<file path="src/rtl/id_hazard_scoreboard_pkg.sv">
// ---------------------------------------------------------------------------
// id_hazard_scoreboard_pkg
// Shared definitions for the decode-stage issue controller:
//   - sb_state_e   : drain FSM encoding (RUN / DRAIN)
//   - opcode_e     : instruction format classes seen by decode
//   - src_use_t    : which register fields a format reads / writes
//   - decode_use() : maps a format class to its src_use_t
// ---------------------------------------------------------------------------
package id_hazard_scoreboard_pkg;

    typedef enum logic {
        ST_RUN   = 1'b0,
        ST_DRAIN = 1'b1
    } sb_state_e;

    typedef enum logic [3:0] {
        OP_I1,   // I-type ALU
        OP_I2,   // I-type load
        OP_S,    // store
        OP_R,    // register-register ALU
        OP_BR,   // conditional branch
        OP_J,    // jal
        OP_JR,   // jalr
        OP_U,    // lui
        OP_UPC   // auipc
    } opcode_e;

    typedef struct packed {
        logic uses_rs1;
        logic uses_rs2;
        logic writes_rd;
    } src_use_t;

    // Decode-side helper producing uses_rs1/uses_rs2/writes_rd.
    function automatic src_use_t decode_use(input opcode_e op);
        src_use_t u;
        u = '0;
        case (op)
            OP_I1, OP_I2, OP_JR: u = '{uses_rs1: 1'b1, uses_rs2: 1'b0, writes_rd: 1'b1};
            OP_S, OP_BR:         u = '{uses_rs1: 1'b1, uses_rs2: 1'b1, writes_rd: 1'b0};
            OP_R:                u = '{uses_rs1: 1'b1, uses_rs2: 1'b1, writes_rd: 1'b1};
            OP_J, OP_U, OP_UPC:  u = '{uses_rs1: 1'b0, uses_rs2: 1'b0, writes_rd: 1'b1};
            default:             u = '0;
        endcase
        return u;
    endfunction

endpackage

</file>
<file path="src/rtl/id_hazard_scoreboard_sb_counter.sv">
// ---------------------------------------------------------------------------
// sb_counter
// Per-register in-flight write counter.
//   clk, rst : clock, asynchronous active-low reset
//   inc      : a tracked write to this register issues
//   dec      : WB writes this register (ignored while the count is 0)
//   cnt      : current count
//   full     : count is at its maximum value
// inc and an effective dec in the same cycle cancel; inc at full holds.
// ---------------------------------------------------------------------------
module sb_counter #(
    parameter int CW = 2
) (
    input  logic          clk,
    input  logic          rst,
    input  logic          inc,
    input  logic          dec,
    output logic [CW-1:0] cnt,
    output logic          full
);

    logic [CW-1:0] cnt_q, cnt_d;
    logic          dec_eff;

    assign full    = (cnt_q == '1);
    // Underflow guard: a retire on an idle register must not wrap.
    assign dec_eff = dec && (cnt_q != '0);

    always_comb begin
        cnt_d = cnt_q;
        if (inc && !dec_eff && !full) begin
            cnt_d = cnt_q + CW'(1);
        end else if (dec_eff && !inc) begin
            cnt_d = cnt_q - CW'(1);
        end
    end

    // NOTE: state flops use non-blocking assignments so every flop samples
    // pre-edge values, independent of process evaluation order.
    always_ff @(posedge clk or negedge rst) begin
        if (!rst) begin
            cnt_q <= '0;
        end else begin
            cnt_q <= cnt_d;
        end
    end

    assign cnt = cnt_q;

endmodule

</file>
<file path="src/rtl/id_hazard_scoreboard.sv">
// ---------------------------------------------------------------------------
// id_hazard_scoreboard
// Decode-stage issue controller: tracks in-flight register writes between
// ID and WB, holds the decode instruction on RAW / counter-saturation
// hazards, and drains the back-end for fence/system instructions.
// Ports:
//   clk, rst                    : clock, asynchronous active-low reset
//   id_valid                    : decode holds a real instruction
//   rs1, rs2, uses_rs1, uses_rs2: source fields and whether they are read
//   rd, writes_rd               : destination field and whether it is written
//   drain_req                   : decode instruction needs an empty back-end
//   flush                       : decode instruction is squashed
//   RegWrite, rd_WB             : WB register-file write port
//   issue                       : decode instruction advances to EX
//   stall_if, stall_id          : hold PC / IF-ID register
//   bubble_ex                   : load a NOP into ID/EX
//   drain_done                  : one-cycle pulse when a drain completes
//   busy_mask                   : bit r set while register r has writes in flight
//   stall_count                 : running count of stall_id cycles (wraps)
// ---------------------------------------------------------------------------
module id_hazard_scoreboard
    import id_hazard_scoreboard_pkg::*;
#(
    parameter int NREGS = 32,
    parameter int CW    = 2
) (
    input  logic             clk,
    input  logic             rst,
    input  logic             id_valid,
    input  logic [4:0]       rs1,
    input  logic [4:0]       rs2,
    input  logic             uses_rs1,
    input  logic             uses_rs2,
    input  logic [4:0]       rd,
    input  logic             writes_rd,
    input  logic             drain_req,
    input  logic             flush,
    input  logic             RegWrite,
    input  logic [4:0]       rd_WB,
    output logic             issue,
    output logic             stall_if,
    output logic             stall_id,
    output logic             bubble_ex,
    output logic             drain_done,
    output logic [NREGS-1:0] busy_mask,
    output logic [31:0]      stall_count
);

    sb_state_e state_q, state_d;
    logic [31:0] stall_count_q, stall_count_d;

    logic [NREGS-1:0][CW-1:0] cnt_all;
    logic [NREGS-1:0]         full_all;
    logic [NREGS-1:0]         busy;
    logic [NREGS-1:0]         ret_onehot;

    logic retire;
    logic rs1_pend, rs2_pend;
    logic haz, sat, drain_empty;
    logic stall;

    // x0 is hard-wired to an idle counter.
    assign cnt_all[0]  = '0;
    assign full_all[0] = 1'b0;

    for (genvar r = 1; r < NREGS; r++) begin : g_cnt
        sb_counter #(.CW(CW)) u_cnt (
            .clk  (clk),
            .rst  (rst),
            .inc  (issue && writes_rd && (rd == 5'(r))),
            .dec  (RegWrite && (rd_WB == 5'(r))),
            .cnt  (cnt_all[r]),
            .full (full_all[r])
        );
    end

    always_comb begin
        busy = '0;
        for (int r = 1; r < NREGS; r++) begin
            busy[r] = (cnt_all[r] != '0);
        end
    end

    // Effective retire: WB to a tracked register that actually has a write
    // in flight.
    assign retire     = RegWrite && (rd_WB != '0) && (cnt_all[rd_WB] != '0);
    assign ret_onehot = retire ? (NREGS'(1) << rd_WB) : '0;

    // Same-cycle WB bypass: the retiring write does not count as pending.
    assign rs1_pend = (retire && rd_WB == rs1) ? (cnt_all[rs1] > CW'(1))
                                               : (cnt_all[rs1] != '0);
    assign rs2_pend = (retire && rd_WB == rs2) ? (cnt_all[rs2] > CW'(1))
                                               : (cnt_all[rs2] != '0);

    assign haz = (uses_rs1 && rs1 != '0 && rs1_pend) ||
                 (uses_rs2 && rs2 != '0 && rs2_pend);

    assign sat = writes_rd && rd != '0 && full_all[rd] &&
                 !(retire && rd_WB == rd);

    // Every counter reaches zero after this cycle's retire: no other register
    // busy, and the retiring one (if any) holds its last write.
    assign drain_empty = ((busy & ~ret_onehot) == '0) &&
                         (!retire || cnt_all[rd_WB] == CW'(1));

    always_comb begin
        // NOTE: every output of this block gets a default first, so no path
        // leaves a signal unassigned and no latch is inferred.
        state_d    = state_q;
        issue      = 1'b0;
        drain_done = 1'b0;
        stall      = 1'b0;
        // Outputs stay quiet while reset is asserted.
        if (rst) begin
            case (state_q)
                ST_RUN: begin
                    if (id_valid && !flush) begin
                        if (drain_req) begin
                            state_d = ST_DRAIN;
                            stall   = 1'b1;
                        end else if (!haz && !sat) begin
                            issue = 1'b1;
                        end else begin
                            stall = 1'b1;
                        end
                    end
                end
                ST_DRAIN: begin
                    if (flush) begin
                        state_d = ST_RUN;
                    end else if (drain_empty) begin
                        // The drain instruction issues itself on completion.
                        state_d    = ST_RUN;
                        issue      = 1'b1;
                        drain_done = 1'b1;
                    end else begin
                        stall = 1'b1;
                    end
                end
                default: state_d = ST_RUN;
            endcase
        end
    end

    assign stall_id  = stall;
    assign stall_if  = stall;
    assign bubble_ex = !issue;

    assign stall_count_d = stall_count_q + {31'd0, stall};

    always_ff @(posedge clk or negedge rst) begin
        if (!rst) begin
            state_q       <= ST_RUN;
            stall_count_q <= '0;
        end else begin
            state_q       <= state_d;
            stall_count_q <= stall_count_d;
        end
    end

    assign busy_mask   = busy;
    assign stall_count = stall_count_q;

endmodule

</file>
<file path="config.mk">
export PLATFORM = sky130hd
export DESIGN_NAME = id_hazard_scoreboard
export DESIGN_NICKNAME = d
export VERILOG_FILES = /design/src/rtl/id_hazard_scoreboard_pkg.sv /design/src/rtl/id_hazard_scoreboard_sb_counter.sv /design/src/rtl/id_hazard_scoreboard.sv
export SDC_FILE = /design/constraint.sdc
export NUM_CORES = 1
export LEC_CHECK = 0
export ABC_CLOCK_PERIOD_IN_PS = 12100
export BUFFER_PORTS_ARGS = -buffer_cell sky130_fd_sc_hd__clkbuf_2
export CAP_MARGIN = 20
export CORE_MARGIN = 2
export CORE_UTILIZATION = 42
export CTS_BUF_LIST = sky130_fd_sc_hd__clkbuf_16
export CTS_CLUSTER_SIZE = 30
export DETAILED_ROUTE_END_ITERATION = 7
export GPL_TIMING_DRIVEN = 0
export PLACE_DENSITY = 0.57
export SYNTH_ARGS = -nofsm -noshare
export SYNTH_HDL_FRONTEND = slang
export SYNTH_SLANG_ARGS = --single-unit
</file>
<file path="constraint.sdc">
create_clock -name clk -period 12.1 [get_ports clk]
set_input_delay 1.21 -clock clk [delete_from_list [all_inputs] [get_ports clk]]
set_output_delay 1.21 -clock clk [all_outputs]
set_load 0.01 [all_outputs]
</file>
==> After elaboration in Yosys (flattened, before gate mapping) <==
Index checks and enable logic that the tools add are counted.
{ "op_classes": {"shifts": 1, "addsub": 63, "n_lt_le_gt_ge": 6, "bitwise": 3, "n_reduce_logical": 373, "n_eq_ne": 97, "n_mux": 92} }
{ "op_table": {"columns": ["operator", "count"], "rows": [
  ["1-bit logical AND", 202],
  ["5-bit equality test, second input constant", 32],
  ["2-bit 2-to-1 mux", 65],
  ["2-bit nonzero test", 65],
  ["1-bit zero test", 99],
  ["5-bit by 4-bit equality test with 1-bit output, second input constant", 16],
  ["2-bit by 1-bit adder with 2-bit output, second input constant", 31],
  ["2-bit equality test, second input constant", 31],
  ["2-bit by 1-bit subtractor with 2-bit output, second input constant", 31],
  ["5-bit by 3-bit equality test with 1-bit output, second input constant", 8],
  ["32-bit by 1-bit adder with 32-bit output", 1],
  ["32-bit AND", 1],
  ["32-bit zero test", 1],
  ["32-bit 2-to-1 mux", 1],
  ["32-bit inverter", 1],
  ["1-bit by 5-bit << shifter with 32-bit output, first input constant", 1],
  ["2-bit binary-select mux with 5-bit select", 3],
  ["5-bit by 6-bit < comparator with 1-bit output, second input constant", 4],
  ["5-bit by 2-bit equality test with 1-bit output, second input constant", 4],
  ["5-bit nonzero test", 4],
  ["1-bit 2-to-1 mux", 19],
  ["5-bit equality test", 3],
  ["5-bit by 1-bit equality test with 1-bit output, second input constant", 2],
  ["1-bit one-hot mux with 2 select lines", 3],
  ["other kinds (5)", 7]
]} }
{ "word_totals": {"inputBits": 29, "reg_bits": 95} }

==> Logic depth before layout (Yosys ltp) <==
Gate-level depths: netlist of the first run.
{ "logic_depth": {"ltp_word": 21, "depth_mapped": 23, "depth_no_buf": 19} }

==> Modules after synthesis <==
Synthesis of the first run repeated with hierarchy kept, for this count alone.
{ "hier_totals": {"hier_cells": 975, "hier_area_um2": 8471.9} }
{ "modules_own_cells": {"columns": ["module", "seq_area_each_um2", "area_each_um2", "cells_per_inst", "n_inst"], "rows": [
  ["id_hazard_scoreboard", 825.8, 4942.2, 572, 1],
  ["sb_counter", 50.0, 113.9, 13, 31]
]} }

==> Worst setup path before layout of the first run <==
Ideal clock, no wire load.
{ "synth_path": {"path_type": "input to output", "from": "input port rs2[0]", "to": "output port bubble_ex", "stages": 13, "setup_slack_ns": 6.772, "n_path_buf": 4, "arrival_ns": 4.118, "path_cell_list": "buf_2 > buf_1 > mux4_2 > mux4_2 > o21ai_0 > o21ai_0 > o211ai_1 > nand4b_1 > or2_2 > nand2_2 > inv_2 > buf_8 > buf_6"} }
{ "synth_via": {"elab_chain_cells": 14, "elab_cells_between_ends": 19, "cone_classes": "order compare: 1; eq/ne: 1; mux: 8; reduce/logical: 9"} }
{ "synth_lines": {"columns": ["item", "line_no", "text"], "rows": [
  ["start: declaration", "id_hazard_scoreboard.sv:31", "input logic [4:0] rs2,"],
  ["2-bit binary-select mux with 5-bit select", "id_hazard_scoreboard.sv:92, id_hazard_scoreboard.sv:93", null],
  ["2-bit 2-to-1 mux (implied by the code)", "id_hazard_scoreboard.sv:92, id_hazard_scoreboard.sv:93", null],
  ["2-bit by 1-bit greater-than comparator with 1-bit output / 2-bit nonzero test (equally long branches)", "id_hazard_scoreboard.sv:92, id_hazard_scoreboard.sv:93", null],
  ["1-bit 2-to-1 mux", "id_hazard_scoreboard.sv:92", "assign rs2_pend = (retire && rd_WB == rs2) ? (cnt_all[rs2] > CW'(1))"],
  ["1-bit logical AND *", "id_hazard_scoreboard.sv:96", "(uses_rs2 && rs2 != '0 && rs2_pend);"],
  ["1-bit logical OR *", "id_hazard_scoreboard.sv:95", "assign haz = (uses_rs1 && rs1 != '0 && rs1_pend) ||"],
  ["1-bit zero test *", "id_hazard_scoreboard.sv:121", "end else if (!haz && !sat) begin"],
  ["1-bit logical AND *", "id_hazard_scoreboard.sv:121", null],
  ["1-bit 2-to-1 mux *", "id_hazard_scoreboard.sv:121", null],
  ["1-bit 2-to-1 mux *", "id_hazard_scoreboard.sv:118", "if (drain_req) begin"],
  ["1-bit 2-to-1 mux *", "id_hazard_scoreboard.sv:117", "if (id_valid && !flush) begin"],
  ["1-bit one-hot mux with 2 select lines *", "id_hazard_scoreboard.sv:115", "case (state_q)"],
  ["1-bit 2-to-1 mux *", "id_hazard_scoreboard.sv:114", "if (rst) begin"],
  ["1-bit zero test *", "id_hazard_scoreboard.sv:147", "assign bubble_ex = !issue;"],
  ["end: declaration", "id_hazard_scoreboard.sv:43", "output logic bubble_ex,"]
]} }
Mark *: on every way between the ends. The rest lies on a longest branch, timed or not. The select of a mux whose other input is x is not followed.

==> Worst setup path after layout of the first run <==
{ "layout_path": {"from": "input port rd_WB[1]", "to": "output port issue"} }
{ "layout_via": {"elab_chain_cells": 15, "elab_cells_between_ends": 38, "cone_classes": "eq/ne: 4; shift: 1; mux: 12; bitwise: 2; reduce/logical: 19"} }
{ "layout_lines": {"columns": ["item", "line_no", "text"], "rows": [
  ["start: declaration", "id_hazard_scoreboard.sv:39", "input logic [4:0] rd_WB,"],
  ["branches (longest 13 deep; another with 32-bit 2-to-1 mux)", null, null],
  ["1-bit one-hot mux with 2 select lines *", "id_hazard_scoreboard.sv:115", null],
  ["1-bit 2-to-1 mux *", "id_hazard_scoreboard.sv:114", null],
  ["end: declaration", "id_hazard_scoreboard.sv:40", "output logic issue,"]
]} }
Every way passes the cells marked *. The select of a mux whose other input is x is not followed.

==> flow_summary.ini, run 1 <==
[pwr]
p_per_area_nw_per_um2 = 92.4
ir_drop_uv = 69.6
switchingPower_uw = 337
leakagePower_nw = 4.20
combPwrFrac_pct = 28.5
p_int_uw = 581
p_sw_share_pct = 36.7
pwr-share-clk_pct = 30.9
seq_power_share_pct = 40.6

[layout]
drive_gt1_share_pct = 20.6
syn_to_final_growth_pct = 12.0
n_antenna_cell = 0
postLayoutCellArea_sq_um = 9930
nNetsFinal = 1164
fillerInstances = 2107

[timing]
setup_viol = 0
finalHoldViolCount = 0
max_clock_freq_mhz = 130
slew_headroom_pct = 23.7
slew_viol_final = 0
rsz0062_at_grt = false
layout_min_cycle_time_ns = 7.70
period_share_pct = 63.6
worst_pin_slew_ns = 1.14
finClkSkew_ns = 0.0116
fin_setup_tns_ns = 0

[grt]
grt_max_degree = 98
antenna_found_initial = 1
first_global_vias = 8398
grtUsageTotal_pct = 29.4
overflow = 0
grt_pass1_wl_mm = 49.0

[logic_synthesis]
synth_cell_types = 80
ys_seq_area_share_pct = 26.8
synthesis.area_sq_um = 8860
syn_inst = 1036
syn-num-nets = 1067
async_flop_share_pct = 100
syn_avg_cell_area_sq_um = 8.55
ys_warn_count = 0
synth_edf_count = 0
synth-main-ff-cell = dfrtp_1
ys_ff_latch = 95

[drt]
postRouteAntennaNets = 0
avgRoutedWirePerCell_microns = 23.1
first_pass_iters = 5
drcViolationCount = 0
finalWirelength_mm = 32.6
via_per_inst = 6.26
vias = 8842
drt_iter0_markers = 762

[clock_tree]
h-tree-depth = 3
cts_resized = 0
clock_latency_ns = 0.37
cts.sink_count = 95
cts_tree = done
ctsHoldBuffers = 0
cts.root.buffer_cell = clkbuf_16
cts.path.max_buffers = 2
numCtsBuffers = 9
cts_setup_buffers = 0
path_clk_slew_ns = 0.07

[critical_path]
cp_max_fo = 10
reg2reg_slack_ns = 6.37
cp.required_ns = 10.89
cp-startpoint = rd_WB[1]
r2r-start = g_cnt[9].u_cnt.cnt[0]
cp_data_arrival_time_ns = 6.49
r2r_cells = 16
start_kind = primary input
critPathKind = in -> out
crit_path_end_kind = output pin
critPathCapture = issue
r2r_end = g_cnt[17].u_cnt.cnt[0]

[hold_path]
worstHoldPathCells = 1
hp-class = reg -> reg

[status]
run_status = completed

[placed_design]
placed_area_sq_um = 9650
place.gp.congestion = 0.987
port_buffers = 86
hpwlAfterDp_mm = 24.6

[run]
drv_cap = 0

[floorplan]
dieWidth_microns = 149
dieArea_sq_um = 22300
core_area_sq_um = 20900
die_h_microns = 149
top_level_ports = 98
start_util_pct = 42.4
rows = 53
## area by class of cell
cell class | count | area [sq um] | area share [%]
well taps | 275 | 344 | 3.47
clock buffers | 9 | 225 | 2.27
inverters | 47 | 176 | 1.78
plain buffers | 74 | 367 | 3.69
clock inverters | 7 | 56.3 | 0.567
repair buffers | 86 | 439 | 4.42
flip-flops and latches | 95 | 2380 | 23.9
multi-input cells | 820 | 5940 | 59.9
## registers in the layout (all words and copies together), names as in the netlist
| register | count |
|---|---|
| g_cnt.u_cnt.cnt | 62 |
| stall_count | 32 |
| state_q | 1 |
## cell usage in the layout, fill, tap and decap left out, types with 12 or more instances in the layout
master	instances
nand3_1	45
dfrtp_1	95
mux2_2	15
nor2b_1	18
xnor2_1	27
a21oi_1	57
nand4_1	13
nor3_1	31
nor2_1	89
o21ai_0	47
mux4_2	50
clkbuf_2	85
clkbuf_1	49
or3_1	12
nand2_1	130
inv_1	45
and3_1	18
mux2i_1	41
or2_2	18
xor2_1	18
## synthesized netlist by cell type (6+ instances only)
cell / number / area share [%]
o21a_1: 6 / 0.51
xnor2_1: 27 / 2.7
clkbuf_1: 49 / 2.1
buf_2: 10 / 0.56
nand4_1: 13 / 0.92
mux2_2: 15 / 1.9
a22o_1: 6 / 0.59
mux2i_1: 41 / 4.6
a31oi_1: 9 / 0.64
nand2b_1: 6 / 0.42
nand3_1: 45 / 2.5
o22ai_1: 6 / 0.42
inv_1: 45 / 1.9
nor3_4: 9 / 1.7
a21oi_1: 57 / 3.2
xor2_1: 18 / 1.8
a211oi_1: 9 / 0.76
nor3_1: 31 / 1.8
and3_1: 18 / 1.3
a21boi_0: 8 / 0.68
nor2b_1: 18 / 1.3
or3_1: 12 / 0.85
nand2_1: 130 / 5.5
o21bai_1: 6 / 0.51
and2_1: 8 / 0.56
or2_2: 18 / 1.3
o211ai_1: 9 / 0.76
and4_1: 6 / 0.59
nor2_1: 89 / 3.8
mux4_2: 50 / 13
nor4_1: 9 / 0.64
a21o_1: 6 / 0.51
dfrtp_1: 95 / 27
o21ai_0: 47 / 2.7
## logic make-up (layout without fill, tap and decap cells)
group,count (synthesis),after routing,share of synthesized area (%)
compound gates,220,220,16.7
xor+xnor,45,45,4.45
fa+ha+maj,2,2,0.282
buf+inv,121,223,6.13
flops,95,95,26.8
mux,106,106,19.2
other cells,1,1,0.0423
simple gates,446,446,26.3
## how the worst min path moves through the flow
stage                 endpoint            start
4_1_cts        stall_count[31]  stall_count[31]
2_1_floorplan  stall_count[31]  stall_count[31]
6_report       stall_count[31]  stall_count[31]
5_1_grt        stall_count[31]  stall_count[31]
3_5_place_dp   stall_count[31]  stall_count[31]
3_3_place_gp   stall_count[31]  stall_count[31]
## stage by stage
stage,instances,worst slack [ns],hold WS (ns),utilization (%),power [mW]
after CTS,1413,4.71,0.472,47.5,0.917
after floorplan,1036,6.77,0.504,-,0.533
after global routing,1413,4.39,0.483,47.5,0.957
after detailed placement,1397,4.74,0.462,46.2,0.631
final,1413,4.40,0.465,47.5,0.917
after global placement,1397,4.69,0.455,46.1,0.629
## power groups by stage
stage | Clock (mW) | Sequential [mW] | Combinational, mW
after floorplan | 0 | 0.369 | 0.164
after global placement | 0 | 0.376 | 0.252
after detailed placement | 0 | 0.377 | 0.255
after CTS | 0.291 | 0.370 | 0.255
after global routing | 0.302 | 0.376 | 0.279
final | 0.284 | 0.372 | 0.261
## worst max-delay path, stage by stage
cell	delay, ns
clkbuf_2	0.19
clkbuf_1	0.45
nand2_1	0.21
o32ai_1	0.38
nand4b_1	0.37
nand4_1	0.60
buf_2	0.44
a21oi_1	0.20
o32ai_1	0.13
nor4_1	0.80
nand4_1	0.48
nand2_2	0.26
buf_4	0.22
buf_2	0.34
clkbuf_2	0.20
## layer usage
layer  part of all wire, %  global-route usage, %
met3                    10                   7.03
met4                   4.5                   13.3
met1                    41                   38.1
met2                    44                   46.6
met5                     0                      0
Power figures use the tool's default switching activity.
==> run 2: changes to the inputs <==
Settings changed: ABC_CLOCK_PERIOD_IN_PS 12100 to 6600, PLACE_DENSITY 0.57 to 0.6.
Clock period 12.1 ns to 6.6 ns, I/O delays scaled along.
==> run 2 against run 1 <==
Against the previous run: global-route usage decreased by 0.81 points; count of clock-buffer cells in the layout unchanged; critical path depth unchanged; core utilization increased by 0.17 points; first-iteration DRC count increased by 34%; clock power increased by 96%; total power increased by 87%; critical endpoint unchanged; highest routed layer unchanged.
==> flow_summary.ini, run 2 (synthesis gave the netlist of run 1 again) <==
[status]
run_status = completed

[critical_path]
critPathSlowestCell = nor4_1
crit_cells = 15
crit_family = simple AND/OR/NAND/NOR gates
cpPeakStageDelay_ns = 0.74
path_cells = clkbuf_2 > clkbuf_1 > nand2_1 > o32ai_1 > nand4b_1 > nand4_1 > buf_2 > a21oi_1 > o32ai_1 > nor4_1 > nand4_1 > nand2_2 > buf_4 > buf_2 > clkbuf_2
cp-startpoint = rd_WB[1]
r2r_end = g_cnt[17].u_cnt.cnt[0]
critPathCapture = issue
cp_max_fo = 10
cp.required_ns = 5.94
r2r_cells = 16
r2r-start = g_cnt[9].u_cnt.cnt[0]
critPathKind = in -> out
reg2reg_slack_ns = 1.01
start_kind = primary input
worst-path-buf-inv = 6
cp_data_arrival_time_ns = 5.82
crit_path_end_kind = output pin

[drt]
drt_iter0_markers = 1018
first_pass_iters = 6
vias = 8931
avgRoutedWirePerCell_microns = 22.7
finalWirelength_mm = 32.1
via_per_inst = 6.32
drcViolationCount = 0
postRouteAntennaNets = 0

[layout]
postLayoutCellArea_sq_um = 9960
syn_to_final_growth_pct = 12.4
fin_cells = 1414
layout_common_cells = nand2_1, dfrtp_1, nor2_1
nNetsFinal = 1165
drive_gt1_share_pct = 20.7
final_common_cell = nand2_1
largest_reg_flops = 62
utilization_pct = 47.7
n_antenna_cell = 0

[floorplan]
dieArea_sq_um = 22300
top_level_ports = 98
start_util_pct = 42.4
core_area_sq_um = 20900
rows = 53
dieWidth_microns = 149
die_h_microns = 149

[run]
drv_cap = 0

[placed_design]
placed_area_sq_um = 9670
port_buffers = 86
hpwlAfterDp_mm = 24.4
place.gp.congestion = 1.03
place_inst = 1398
pre_cts_ws_ns = 0.398

[clock_tree]
clock_latency_ns = 0.38
cts_setup_buffers = 0
cts.path.max_buffers = 2
path_clk_slew_ns = 0.07
cts.root.buffer_cell = clkbuf_16
ctsHoldBuffers = 0
cts.sink_count = 95
numCtsBuffers = 9
cts_resized = 0
cts_tree = done
h-tree-depth = 3

[pwr]
p_per_area_nw_per_um2 = 172
ir_drop_uv = 111
leakagePower_nw = 4.22
total_power_mw = 1.72

[timing]
period_share_pct = 98.2
fin_setup_tns_ns = 0
layout_min_cycle_time_ns = 6.48
slew_headroom_pct = 24.6
slew_viol_final = 0
finClkSkew_ns = 0.0101
hold_slack_ns = 0.399
max_clock_freq_mhz = 154
fin_ws_ns = 0.122
finalHoldViolCount = 0
setup_viol = 0
worst_pin_slew_ns = 1.13
rsz0062_at_grt = false

[grt]
grtUsageTotal_pct = 28.6
antenna_found_initial = 0
overflow = 0
first_global_vias = 8096
grt_pass1_wl_mm = 47.7
grt_max_degree = 55

[hold_path]
hp-class = in -> async
## run 2: cell types whose count changed in the layout (fill, tap and decap cells not counted)
cell,before,now
clkinvlp_4,2,0
inv_8,1,4
clkbuf_8,1,0
clkinv_1,2,1
clkbuf_4,0,1
buf_16,0,1
## run 2: layout make-up
class | instances | area (sq um)
Fill cell | 2097 | 10900
Sequential cell | 95 | 2380
Clock inverter | 7 | 71.3
Multi-Input combinational cell | 820 | 5940
Clock buffer | 9 | 225
Buffer | 74 | 367
Timing Repair Buffer | 87 | 460
Tap cell | 275 | 344
Inverter | 47 | 176
## run 2: worst min path at each step
stage / depth (start not counted) / endpoint / slack (ns) / startpoint
2_1_floorplan: 0 / g_cnt[10].u_cnt.cnt[0] / 0.36 / rst
3_3_place_gp: 1 / stall_count[31] / 0.46 / stall_count[31]
3_5_place_dp: 1 / stall_count[31] / 0.47 / stall_count[31]
4_1_cts: 1 / stall_count[5] / 0.43 / rst
5_1_grt: 1 / stall_count[5] / 0.47 / rst
6_report: 1 / stall_count[5] / 0.40 / rst
## run 2: routing by layer
| layer | share of wire [%] | wire [microns] | GRT usage (%) | vias up |
|---|---|---|---|---|
| li1 | - | - | - | 3990 |
| met1 | 41 | 13100 | 38.5 | 4289 |
| met2 | 43 | 13800 | 43.1 | 533 |
| met3 | 11 | 3490 | 5.84 | 119 |
| met4 | 5.3 | 1700 | 15.6 | 0 |
| met5 | 0 | 0 | 0 | - |
## run 2: power by group
part / switching, mW / internal [mW]
Clock: 0.286 / 0.270
Combinational: 0.296 / 0.184
Sequential: 0.0604 / 0.622
Total: 0.643 / 1.08
